## src/rtl/colour_gen_lfsr_param.sv

```systemverilog
// colour_gen_lfsr_param
//   RGB colour stream from a seedable Galois LFSR with a valid/ready output
//   handshake, four colour modes and an accepted-colour counter.
//
// Optional build macro: MIN_BRIGHT_EN
//   When defined, generated candidates in modes 00/01/10 whose r+g+b is below
//   MIN_SUM are discarded and the LFSR steps again on the next cycle.
//
// Ports
//   clk          in   clock, all logic on posedge
//   reset        in   synchronous active-low reset
//   en           in   generation enable
//   mode         in   00 random, 01 grey, 10 pastel, 11 complement-alternate
//   seed_load    in   load seed_in into the LFSR (priority over all but reset)
//   seed_in      in   new seed; zero maps to the default seed
//   out_ready    in   consumer ready
//   out_valid    out  colour valid
//   r, g, b      out  colour channels
//   sample_count out  number of accepted colours, wraps
module colour_gen_lfsr_param #(
  parameter int unsigned           CH_W    = 8,
  parameter int unsigned           LFSR_W  = 32,
  parameter logic [LFSR_W-1:0]     TAPS    = 32'h80200003,
  parameter logic [LFSR_W-1:0]     SEED    = 32'h00000001,
  parameter int unsigned           CNT_W   = 16,
  parameter logic [CH_W+1:0]       MIN_SUM = 10'h030
) (
  input  logic              clk,
  input  logic              reset,
  input  logic              en,
  input  logic [1:0]        mode,
  input  logic              seed_load,
  input  logic [LFSR_W-1:0] seed_in,
  input  logic              out_ready,
  output logic              out_valid,
  output logic [CH_W-1:0]   r,
  output logic [CH_W-1:0]   g,
  output logic [CH_W-1:0]   b,
  output logic [CNT_W-1:0]  sample_count
);

  // A zero seed would lock the LFSR, so it is replaced by 1.
  localparam logic [LFSR_W-1:0] SeedEff =
      (SEED == '0) ? {{(LFSR_W-1){1'b0}}, 1'b1} : SEED;

  logic [LFSR_W-1:0] lfsr_q;
  logic              toggle_q;

  logic [LFSR_W-1:0] nxt;
  logic [CH_W-1:0]   sl_r, sl_g, sl_b;
  logic [CH_W-1:0]   cand_r, cand_g, cand_b;
  logic              accept;
  logic              gen;
  logic              do_comp;
  logic              reject;

  always_comb begin
    nxt  = (lfsr_q >> 1) ^ (lfsr_q[0] ? TAPS : '0);
    sl_r = nxt[3*CH_W-1:2*CH_W];
    sl_g = nxt[2*CH_W-1:CH_W];
    sl_b = nxt[CH_W-1:0];

    cand_r = sl_r;
    cand_g = sl_g;
    cand_b = sl_b;
    unique case (mode)
      2'b01: begin
        cand_g = sl_r;
        cand_b = sl_r;
      end
      2'b10: begin
        cand_r = {1'b1, sl_r[CH_W-1:1]};
        cand_g = {1'b1, sl_g[CH_W-1:1]};
        cand_b = {1'b1, sl_b[CH_W-1:1]};
      end
      default: ;
    endcase

    accept = out_valid & out_ready;
    // A new colour may be produced when nothing is presented or the
    // presented one is being taken this cycle.
    gen    = en & (~out_valid | out_ready);
    // Complement only replaces a colour that is actually presented.
    do_comp = (mode == 2'b11) & toggle_q & out_valid;
  end

`ifdef MIN_BRIGHT_EN
  logic [CH_W+1:0] cand_sum;
  always_comb begin
    cand_sum = {2'b00, cand_r} + {2'b00, cand_g} + {2'b00, cand_b};
    reject   = (mode != 2'b11) & (cand_sum < MIN_SUM);
  end
`else
  logic unused_min_sum;
  assign unused_min_sum = ^MIN_SUM;
  assign reject = 1'b0;
`endif

  always_ff @(posedge clk) begin
    if (!reset) begin
      lfsr_q       <= SeedEff;
      toggle_q     <= 1'b0;
      out_valid    <= 1'b0;
      r            <= '0;
      g            <= '0;
      b            <= '0;
      sample_count <= '0;
    end else begin
      if (accept) begin
        sample_count <= sample_count + 1'b1;
      end

      if (seed_load) begin
        lfsr_q    <= (seed_in == '0) ? SeedEff : seed_in;
        out_valid <= 1'b0;
        toggle_q  <= 1'b0;
      end else begin
        if (mode != 2'b11) begin
          toggle_q <= 1'b0;
        end

        if (gen) begin
          if (do_comp) begin
            r         <= ~r;
            g         <= ~g;
            b         <= ~b;
            out_valid <= 1'b1;
            toggle_q  <= 1'b0;
          end else if (reject) begin
            lfsr_q    <= nxt;
            out_valid <= 1'b0;
          end else begin
            lfsr_q    <= nxt;
            r         <= cand_r;
            g         <= cand_g;
            b         <= cand_b;
            out_valid <= 1'b1;
            if (mode == 2'b11) begin
              toggle_q <= 1'b1;
            end
          end
        end else if (accept) begin
          // Accepted with en low: drop valid, LFSR holds.
          out_valid <= 1'b0;
        end
      end
    end
  end

endmodule

```

## config.mk

```make
export PLATFORM = sky130hd
export DESIGN_NAME = colour_gen_lfsr_param
export DESIGN_NICKNAME = d
export VERILOG_FILES = /design/src/rtl/colour_gen_lfsr_param.sv
export SDC_FILE = /design/constraint.sdc
export NUM_CORES = 1
export LEC_CHECK = 0
export BUFFER_PORTS_ARGS = -buffer_cell sky130_fd_sc_hd__buf_2
export CAP_MARGIN = 10
export CORE_MARGIN = 2
export CORE_UTILIZATION = 30
export CTS_BUF_LIST = sky130_fd_sc_hd__clkbuf_4
export CTS_CLUSTER_DIAMETER = 150
export DETAILED_ROUTE_END_ITERATION = 10
export MAX_ROUTING_LAYER = met4
export PLACE_DENSITY_LB_ADDON = 0.08
export SLEW_MARGIN = 10
export SYNTH_ARGS = -nofsm -noshare
export SYNTH_HDL_FRONTEND = slang
export SYNTH_SLANG_ARGS = --single-unit
```

## constraint.sdc

```tcl
create_clock -name clk -period 2.8 [get_ports clk]
set_clock_uncertainty 0.05 [all_clocks]
set_input_delay 0.28 -clock clk [delete_from_list [all_inputs] [get_ports clk]]
set_output_delay 0.28 -clock clk [all_outputs]
set_load 0.005 [all_outputs]
```

==> qor.csv, run 1 <==
metric,value,unit
routed_wl,10800,um
start_kind,flop,
grt.total_usage,0.172,
clk_pin_slew,0.12,ns
finalSetupViolCount,0,
worst_pin_slew,0.906,ns
yosys-top-cells-count,"dfxtp_1, o21ai_0, a21oi_1",
drt-vias-per-instance,5.02,
drt_iter0_drc,284,
overflow,0,
synth-edff-count,0,
vdd_drop_max,0.188,mV
die_x,116,um
synth_ff_type,dfxtp_1,
dp_hpwl,8010,um
firstDrtPassIters,4,
synth_top_area_frac,0.391,
ctsResizeCount,0,
worstPathRequired,3.05,ns
fmax,480,MHz
fp.coreArea,12500,um^2
synth_nets,493,
cts_tree,done,
grt_pass1_vias,3267,
area_delta_synth_final,18.6,%
synthTopCellsByArea,"dfxtp_1, mux2i_1, o21ai_0",
wl_per_cell,15.5,um
root_buffer,clkbuf_4,
syn_inst,450,
cts_setup_buffers,0,
max_cap_viol_count,0,
drive_gt1_frac,0.203,
place_congestion,0.777,
io_pins,80,
maxSlewHeadroom,0.396,
die_y,116,um
remaining_drc_errors,0,
critPathMaxFanout,13,
status,finished clean,
port_buffers,79,
rsz0062_at_grt,no,
nets,560,
ys_types,53,
ctsHoldBuffers,0,
period_minus_slack,2.08,ns
placed_cell_area,4340,um^2
totalNegativeSetupSlack,0,ns
crit_path_end_kind,flop,
hold_class,input port to flop,
leakage,0.00179,uW
core.rowCount,41,
grt_max_degree,59,
clk_path_buf_depth,2,
worstPathArrival,2.33,ns
htreeDepth,3,
cts_num_sinks,74,
final_hold_viol_count,0,
synth_most_common_cell,dfxtp_1,
synth-seq-cells,74,
timing.hold.ws,0.0896,ns
synth_largest_area_cell,dfxtp_1,
syn-cell-area,3780,um^2
power_density,504,nW/um^2
async_reset_ff_frac,0,
crit_type,flop to flop,
clk_latency,0.42,ns
grt_pass1_wl,17500,um
diodes,0,
post-route-util,0.360,
drtAntennaViolNets,0,
dieArea,13500,um^2
post_synth.cell_area_avg,8.41,um^2
cts-buffers-inserted,9,
antenna_found_initial,0,
fin_crit_sh,0.744,
synth_seq_area_share,0.391,
vias,3486,
initial_utilization,0.304,
stdcell_area,4490,um^2
fillers,1361,
yosys_warnings,0,
slew_viol_final,0,
through the flow:
step / total power, uW / setup slack (ns) / cells
after floorplan: 1410 / 1.08 / 450
after CTS: 2300 / 0.677 / 694
after detailed placement: 1550 / 0.700 / 678
after global placement: 1550 / 0.705 / 678
after global routing: 2380 / 0.584 / 694
final: 2260 / 0.717 / 694
where the power goes:
group | total, uW | switching, uW | internal (uW)
combinational | 355 | 201 | 154
clock | 735 | 383 | 352
sequential | 1170 | 62.8 | 1110
layout by cell type (no fill, tap or decap), types with 7 or more instances in the layout:
cell and n:
a21oi_1 48, nand2_1 26, buf_4 7, inv_1 11
xor2_1 8, nor4_1 10, o21ai_0 68, dfxtp_1 74
a221o_1 8, nand3_1 17, nor2_1 26, mux2i_1 38
nor3_1 8, clkbuf_4 9, buf_2 79
worst paths after layout:
check | startpoint | end | slack (ns) | cells after the start
max | out_valid$_SDFFE_PP0P_ | lfsr_q[0]$_SDFFE_PN1P_ | 0.72 | 4
min reg2reg | r[7]$_SDFFE_PN0P_ | r[7]$_SDFFE_PN0P_ | 0.43 | 2
min | seed_in[28] | lfsr_q[28]$_SDFFE_PN0P_ | 0.09 | 3
max reg2reg | out_valid$_SDFFE_PP0P_ | lfsr_q[0]$_SDFFE_PN1P_ | 0.72 | 4
per-layer routing:
layer,vias to the layer above,global-route usage,part of all wire
met5,-,-,0
met3,6,0.0353,0.045
li1,1801,-,-
met2,73,0.243,0.43
met4,0,0.0571,0.0079
met1,1606,0.244,0.52
worst max-delay path, cell delays in order, from the launching register on:
cell	delay, ns
dfxtp_1	0.61
and2b_1	0.26
a31oi_4	0.42
nor4b_1	0.09
or4b_1	0.52
final cells by class:
cell class,count,area [um^2],area share
Clock buffer,9,67.6,0.0151
Clock inverter,7,83.8,0.0187
Inverter,11,41.3,0.00920
Multi-Input combinational cell,334,2130,0.475
Sequential cell,74,1480,0.330
Tap cell,172,215,0.0480
Timing Repair Buffer,87,468,0.104
kinds of logic (layout without fill, tap and decap cells):
kind of cell	count (synthesis)	count (layout)	synth area share
multiplexers	38	38	0.100
flip-flops	74	74	0.391
XOR/XNOR	13	13	0.0301
AND/OR/NAND/NOR	118	118	0.163
AO/OA/AOI/OAI	161	161	0.254
adder cells (fa/ha/maj)	4	4	0.0132
buffers and inverters	42	114	0.0479
state kept, by name (all words and copies together), names as in the netlist:
signal        flops
out_valid         1
g                 8
lfsr_q           32
b                 8
sample_count     16
toggle_q          1
r                 8
No activity file was read; power rests on OpenSTA's default activity.
==> inputs of run 2 (changes only) <==
ABC_AREA = 1   (was not set)
clock period = 2.1 ns   (was 2.8 ns; I/O delays follow)
==> run 2 against run 1 <==
Against the previous run: fmax is 23% higher; cell area rose by 6.1%; via count rose by 14%; synthesized area is 3.5% higher; critical path type unchanged; critical endpoint is now g[3]$_SDFFE_PN0P_; highest routed layer unchanged.
==> qor.csv, run 2 <==
metric,value,unit,change
status,finished clean,,
syn_inst,574,,+28%
start_kind,flop,,
initial_utilization,0.309,,+0.00555
reg2reg_to,g[3]$_SDFFE_PN0P_,,
overflow,0,,unchanged
port_buffers,79,,unchanged
die_y,118,um,+1.7%
post_synth.cell_area_avg,6.82,um^2,-19%
critical-path-top-delay-family,buffers and inverters,,
routed_wl,11600,um,+7.9%
final_common_cell,nor2_1,,
cts_tree,done,,
r2r_setup_slack,0.41,ns,-0.31 ns
rr_worst_depth,7,,+3
grt_pass1_wl,19100,um,+9.0%
area_delta_synth_final,21.6,%,
grt_max_degree,50,,-15%
swShare,0.312,,+0.0261
worst-path-stages,7,,+3
largest_reg_flops,32,,unchanged
cp_slowest_stage_delay,0.46,ns,-0.15 ns
maxSlewHeadroom,0.579,,+0.183
grt.total_usage,0.174,,+0.00206
pwr-share-clk,0.268,,-0.057
async_reset_ff_frac,0,,unchanged
ys_types,33,,-38%
largestRegisters,"lfsr_q x32, sample_count x16",,
cp_slowest_cell,inv_1,,
hold_class,input port to flop,,
nets,703,,+26%
worstPathArrival,2.01,ns,-0.32 ns
yosys-top-cells-count,"nor2_1, nand2_1, a21oi_1",,
fin_crit_sh,0.806,,+0.0624
dp_hpwl,8330,um,+3.9%
final_cell_mix,"nor2_1, nand2_1, buf_2, a21oi_1, dfxtp_1",,
diodes,0,,unchanged
antenna_found_initial,0,,unchanged
timing.hold.ws,0.0354,ns,-0.0542 ns
synth-edff-count,0,,unchanged
r2r_start,out_valid$_SDFFE_PP0P_,,
finalSetupViolCount,0,,unchanged
comb_power_share,0.183,,+0.026
syn-cell-area,3920,um^2,+3.5%
firstDrtPassIters,5,,+1
ctsResizeCount,0,,unchanged
root_buffer,clkbuf_4,,
vias,3988,,+14%
clk_pin_slew,0.13,ns,about the same
vdd_drop_max,0.309,mV,+64%
worst_pin_slew,0.631,ns,-0.275 ns
path_cells,nand2_2 > nand2_4 > nor2_4 > inv_1 > buf_4 > nor2_1 > a21oi_1,,
synth_most_common_cell,nor2_1,,
core.rowCount,41,,unchanged
drtAntennaViolNets,0,,unchanged
place_congestion,0.826,,+6.4%
rsz0062_at_grt,no,,
power_switching,889,uW,+37%
grt_pass1_vias,3727,,+14%
synth_ff_type,dfxtp_1,,
cts-buffers-inserted,9,,unchanged
totalNegativeSetupSlack,0,ns,unchanged
io_pins,80,,unchanged
worstPathRequired,2.42,ns,-0.63 ns
synth_largest_area_cell,dfxtp_1,,
drt_iter0_drc,309,,+8.8%
clk_latency,0.44,ns,+0.02 ns
synthTopCellsByArea,"dfxtp_1, a21oi_1, nor2_1",,
crit_buf_inv,2,,+2
max_cap_viol_count,0,,unchanged
die_x,118,um,+1.7%
leakage,0.00207,uW,+16%
fmax,590,MHz,+23%
slew_viol_final,0,,unchanged
period_minus_slack,1.69,ns,-0.390 ns
synth-seq-cells,74,,unchanged
critPathMaxFanout,18,,+5
dieArea,14000,um^2,+3.4%
htreeDepth,3,,unchanged
synth_top_area_frac,0.378,,-0.0133
final_hold_viol_count,0,,unchanged
cts_num_sinks,74,,unchanged
fp.coreArea,12700,um^2,+1.6%
synth_nets,617,,+25%
synth_seq_area_share,0.378,,-0.0133
wl_per_cell,13.9,um,-11%
clk_path_buf_depth,2,,unchanged
endpoint,g[3]$_SDFFE_PN0P_,,
internal_power,1960,uW,+21%
power_density,598,nW/um^2,+19%
largest_register,lfsr_q,,
drt-vias-per-instance,4.76,,-5.1%
startpoint,out_valid$_SDFFE_PP0P_,,
crit_type,flop to flop,,
drive_gt1_frac,0.180,,-0.0226
seq_power_share,0.549,,+0.031
crit_path_end_kind,flop,,
remaining_drc_errors,0,,unchanged
yosys_warnings,0,,unchanged
## run 2: cell count changes after synthesis, moves of 10 or more
cell      before  now
nor2_1        26   95
nand2_1       26   93
mux2i_1       38    0
inv_1         11   43
a21oi_1       48   76
o21ai_1        1   26
a31oi_1        2   16
o211ai_1       3   17
o21ai_0       68   55
nand3_1       17    7
nor4_1        10    0
## run 2: worst min-delay path, stage by stage
cell and delay [ns]:
buf_2 0.10, a21oi_1 0.06, a21oi_1 0.13
## run 2: per-stage QoR
step	instances	total power [uW]	cell area, um^2	setup WS (ns)	utilization
after detailed placement	797	2090	4420	0.321	0.349
after CTS	837	2890	4760	0.359	0.376
after global placement	797	2090	4420	0.358	0.349
final	837	2850	4760	0.406	0.376
after floorplan	574	1890	3920	0.780	-
after global routing	837	3030	4760	0.187	0.376
## run 2: cell families after synthesis
family,synth area share
compound gates,0.276
xor+xnor,0.0112
fa+ha+maj,0.0128
flops,0.378
simple gates,0.233
buf+inv,0.0894
## run 2: layout make-up
type | count | area [um^2]
timing repair buffer | 111 | 708
clock inverter | 5 | 21.3
inverter | 45 | 169
multi-input combinational | 419 | 2090
tap | 172 | 215
fill | 1386 | 7910
sequential | 74 | 1480
clock buffer | 11 | 82.6
## run 2: power groups by stage
stage | sequential (uW) | combinational [uW] | clock [uW]
global route | 1580 | 597 | 856
detailed placement | 1600 | 490 | 0
floorplan | 1570 | 320 | 0
CTS | 1560 | 527 | 797
finish | 1560 | 522 | 765
global placement | 1600 | 487 | 0
## run 2: worst min-delay path by stage
stage                            start                       to  slack [ns]  cells past startpoint
6_report                   seed_in[13]  lfsr_q[13]$_SDFFE_PN0P_        0.04                      3
5_1_grt                    seed_in[17]  lfsr_q[17]$_SDFFE_PN0P_        0.01                      3
4_1_cts                     seed_in[4]   lfsr_q[4]$_SDFFE_PN0P_       0.002                      3
3_5_place_dp   lfsr_q[26]$_SDFFE_PN0P_  lfsr_q[25]$_SDFFE_PN0P_        0.42                      2
3_3_place_gp   lfsr_q[26]$_SDFFE_PN0P_  lfsr_q[25]$_SDFFE_PN0P_        0.42                      2
2_1_floorplan                       en   out_valid$_SDFFE_PP0P_        0.29                      2
## run 2: layer usage
metal | vias to the layer above | global-route usage | routed length (um)
met4 | 0 | 0.0602 | 146
met3 | 10 | 0.0328 | 457
met2 | 100 | 0.255 | 5100
met5 | - | - | 0
met1 | 1788 | 0.239 | 5910
li1 | 2090 | - | -
## run 2: timing repair
item | 4_1_cts | 5_1_grt
hold endpoints to repair | 25 | 0
setup buffers | 0 | 0
hold buffers | 24 | 0
==> inputs of run 3 (changes only) <==
clock period = 1.5 ns   (was 2.1 ns; I/O delays follow)
==> run 3 against run 2 <==
Against the previous run: worst hold slack better by 0.0088 ns; clock power up 42%; die area unchanged; flip-flop and latch count unchanged; power up 44%; routed wire length up 2.9%; combinational power up 58%.
==> qor.csv, run 3 (synthesized netlist as in run 2, its figures left out) <==
metric,value,unit,change
status,finished clean,,
hold_class,input port to flop,,
worstPathRequired,1.79,ns,-0.63 ns
crit_path_end_kind,flop,,
max_cap_viol_count,0,,unchanged
start_kind,flop,,
initial_utilization,0.309,,unchanged
drtAntennaViolNets,0,,unchanged
clk_latency,0.46,ns,+0.02 ns
swShare,0.313,,+0.00103
comb_power_share,0.202,,+0.019
period_minus_slack,1.38,ns,-0.313 ns
placed_cells,817,,+2.5%
dieArea,14000,um^2,unchanged
largestRegisters,"lfsr_q x32, sample_count x16",,
reg2reg_to,sample_count[14]$_SDFFE_PN0P_,,
worstPathArrival,1.68,ns,-0.33 ns
rsz0062_at_grt,no,,
root_buffer,clkbuf_4,,
drt_iter0_drc,302,,-2.3%
finalSetupViolCount,0,,unchanged
slew_viol_final,0,,unchanged
path_cells,nand2_2 > nor2_2 > nand3b_4 > nor2_4 > nand3_1 > nand2_1 > nor2_2,,
final_hold_viol_count,0,,unchanged
fp.coreArea,12700,um^2,unchanged
cp_slowest_stage_delay,0.41,ns,-0.05 ns
cts_num_sinks,74,,unchanged
crit_type,flop to flop,,
grt_pass1_vias,3837,,+3.0%
final_common_cell,nor2_1,,
fin_crit_sh,0.920,,+0.114
fin_cells,867,,+3.6%
area_delta_synth_final,30.5,%,
cp_slowest_cell,dfxtp_1,,
nets,733,,+4.3%
clk_pin_slew,0.12,ns,about the same
antenna_found_initial,0,,unchanged
largest_register,lfsr_q,,
power_switching,1280,uW,+44%
die_y,118,um,unchanged
drt-vias-per-instance,4.76,,about the same
routed_wl,12000,um,+2.9%
vdd_drop_max,0.275,mV,-11%
r2r_setup_slack,0.12,ns,-0.29 ns
grt_max_degree,35,,-30%
internal_power,2820,uW,+44%
fmax,724,MHz,+23%
io_pins,80,,unchanged
diodes,0,,unchanged
cts-buffers-inserted,9,,unchanged
clk_path_buf_depth,2,,unchanged
core.rowCount,41,,unchanged
fillers,1367,,-1.4%
leakage,0.00225,uW,+8.8%
critPathMaxFanout,6,,-12
final_cell_mix,"nor2_1, nand2_1, buf_2, a21oi_1, dfxtp_1",,
drive_gt1_frac,0.210,,+0.0296
seq_power_share,0.533,,-0.016
wl_per_cell,13.8,um,-0.63%
timing.hold.ws,0.0442,ns,+0.00882 ns
worst_pin_slew,0.518,ns,-0.113 ns
grt_pass1_wl,19400,um,+2.0%
cts_tree,done,,
path_common_cell,nor2_2,,
r2r_start,sample_count[3]$_SDFFE_PN0P_,,
holdCritStartpoint,out_ready,,
rr_worst_depth,7,,unchanged
overflow,0,,unchanged
maxSlewHeadroom,0.654,,+0.0752
die_x,118,um,unchanged
crit_buf_inv,0,,-2
worstHoldEndpoint,sample_count[0]$_SDFFE_PN0P_,,
remaining_drc_errors,0,,unchanged
pwr-share-clk,0.265,,-0.003
power_density,802,nW/um^2,+34%
largest_reg_flops,32,,unchanged
cts_setup_buffers,0,,unchanged
vias,4127,,+3.5%
critical-path-top-delay-family,simple AND/OR/NAND/NOR gates,,
port_buffers,79,,unchanged
finalPower,4100,uW,+44%
firstDrtPassIters,5,,unchanged
dp_hpwl,8590,um,+3.1%
grt.total_usage,0.179,,+0.00524
holdPathStages,4,,+1
htreeDepth,3,,unchanged
place_congestion,0.855,,+3.5%
## run 3: cell count changes in the layout (fill, tap and decap cells not counted), sizes merged
cell,delta
dlygate4sd3,+10
buf,+20
## run 3: worst max path at each step
stage / slack [ns] / endpoint / cells past startpoint / start
6_report: 0.12 / sample_count[14]$_SDFFE_PN0P_ / 7 / sample_count[3]$_SDFFE_PN0P_
5_1_grt: 0.01 / sample_count[15]$_SDFFE_PN0P_ / 8 / sample_count[2]$_SDFFE_PN0P_
4_1_cts: 0.02 / sample_count[14]$_SDFFE_PN0P_ / 7 / sample_count[3]$_SDFFE_PN0P_
3_5_place_dp: -0.09 / g[2]$_SDFFE_PN0P_ / 8 / mode[0]
3_3_place_gp: -0.07 / g[2]$_SDFFE_PN0P_ / 8 / mode[0]
2_1_floorplan: 0.18 / sample_count[14]$_SDFFE_PN0P_ / 8 / sample_count[0]$_SDFFE_PN0P_
## run 3: timing repair
| action | in CTS | in global routing |
|---|---|---|
| hold buffers | 34 | 0 |
| endpoints found under the hold margin | 34 | 0 |
| endpoints found under the setup margin | 0 | 8 |
| resized for setup | 0 | 6 |
## run 3: worst min-delay path: stages
cell	delay [ns]
buf_2	0.10
nand2_2	0.10
nor2_4	0.12
nor3_1	0.06
## run 3: power groups by stage
stage / sequential (uW) / clock (uW) / combinational, uW
after floorplan: 2200 / 0 / 448
after global placement: 2230 / 0 / 754
after detailed placement: 2230 / 0 / 760
after CTS: 2180 / 1150 / 830
after global routing: 2210 / 1220 / 928
final: 2190 / 1090 / 827
## run 3: final cells by class
class / instances / area (um^2) / share of cell area
multi-input cells: 419 / 2090 / 0.409
flip-flops and latches: 74 / 1490 / 0.291
repair buffers: 141 / 1050 / 0.205
well taps: 172 / 215 / 0.0421
inverters: 45 / 169 / 0.0330
clock buffers: 11 / 82.6 / 0.0162
clock inverters: 5 / 21.3 / 0.00416
## run 3: through the flow
step / area [um^2] / utilization / TNS (ns) / setup slack (ns)
finish: 5110 / 0.403 / 0 / 0.119
global route: 5110 / 0.403 / 0 / 0.00978
CTS: 5100 / 0.403 / 0 / 0.0158
detailed placement: 4660 / 0.368 / -0.240 / -0.0885
global placement: 4660 / 0.368 / -0.142 / -0.0681
floorplan: 3920 / - / 0 / 0.180
## run 3: layer usage
metal	routed length, um	up-vias	GRT usage
li1	-	2148	-
met1	6030	1861	0.245
met2	5180	103	0.264
met3	539	15	0.0294
met4	214	0	0.0678
met5	0	-	-
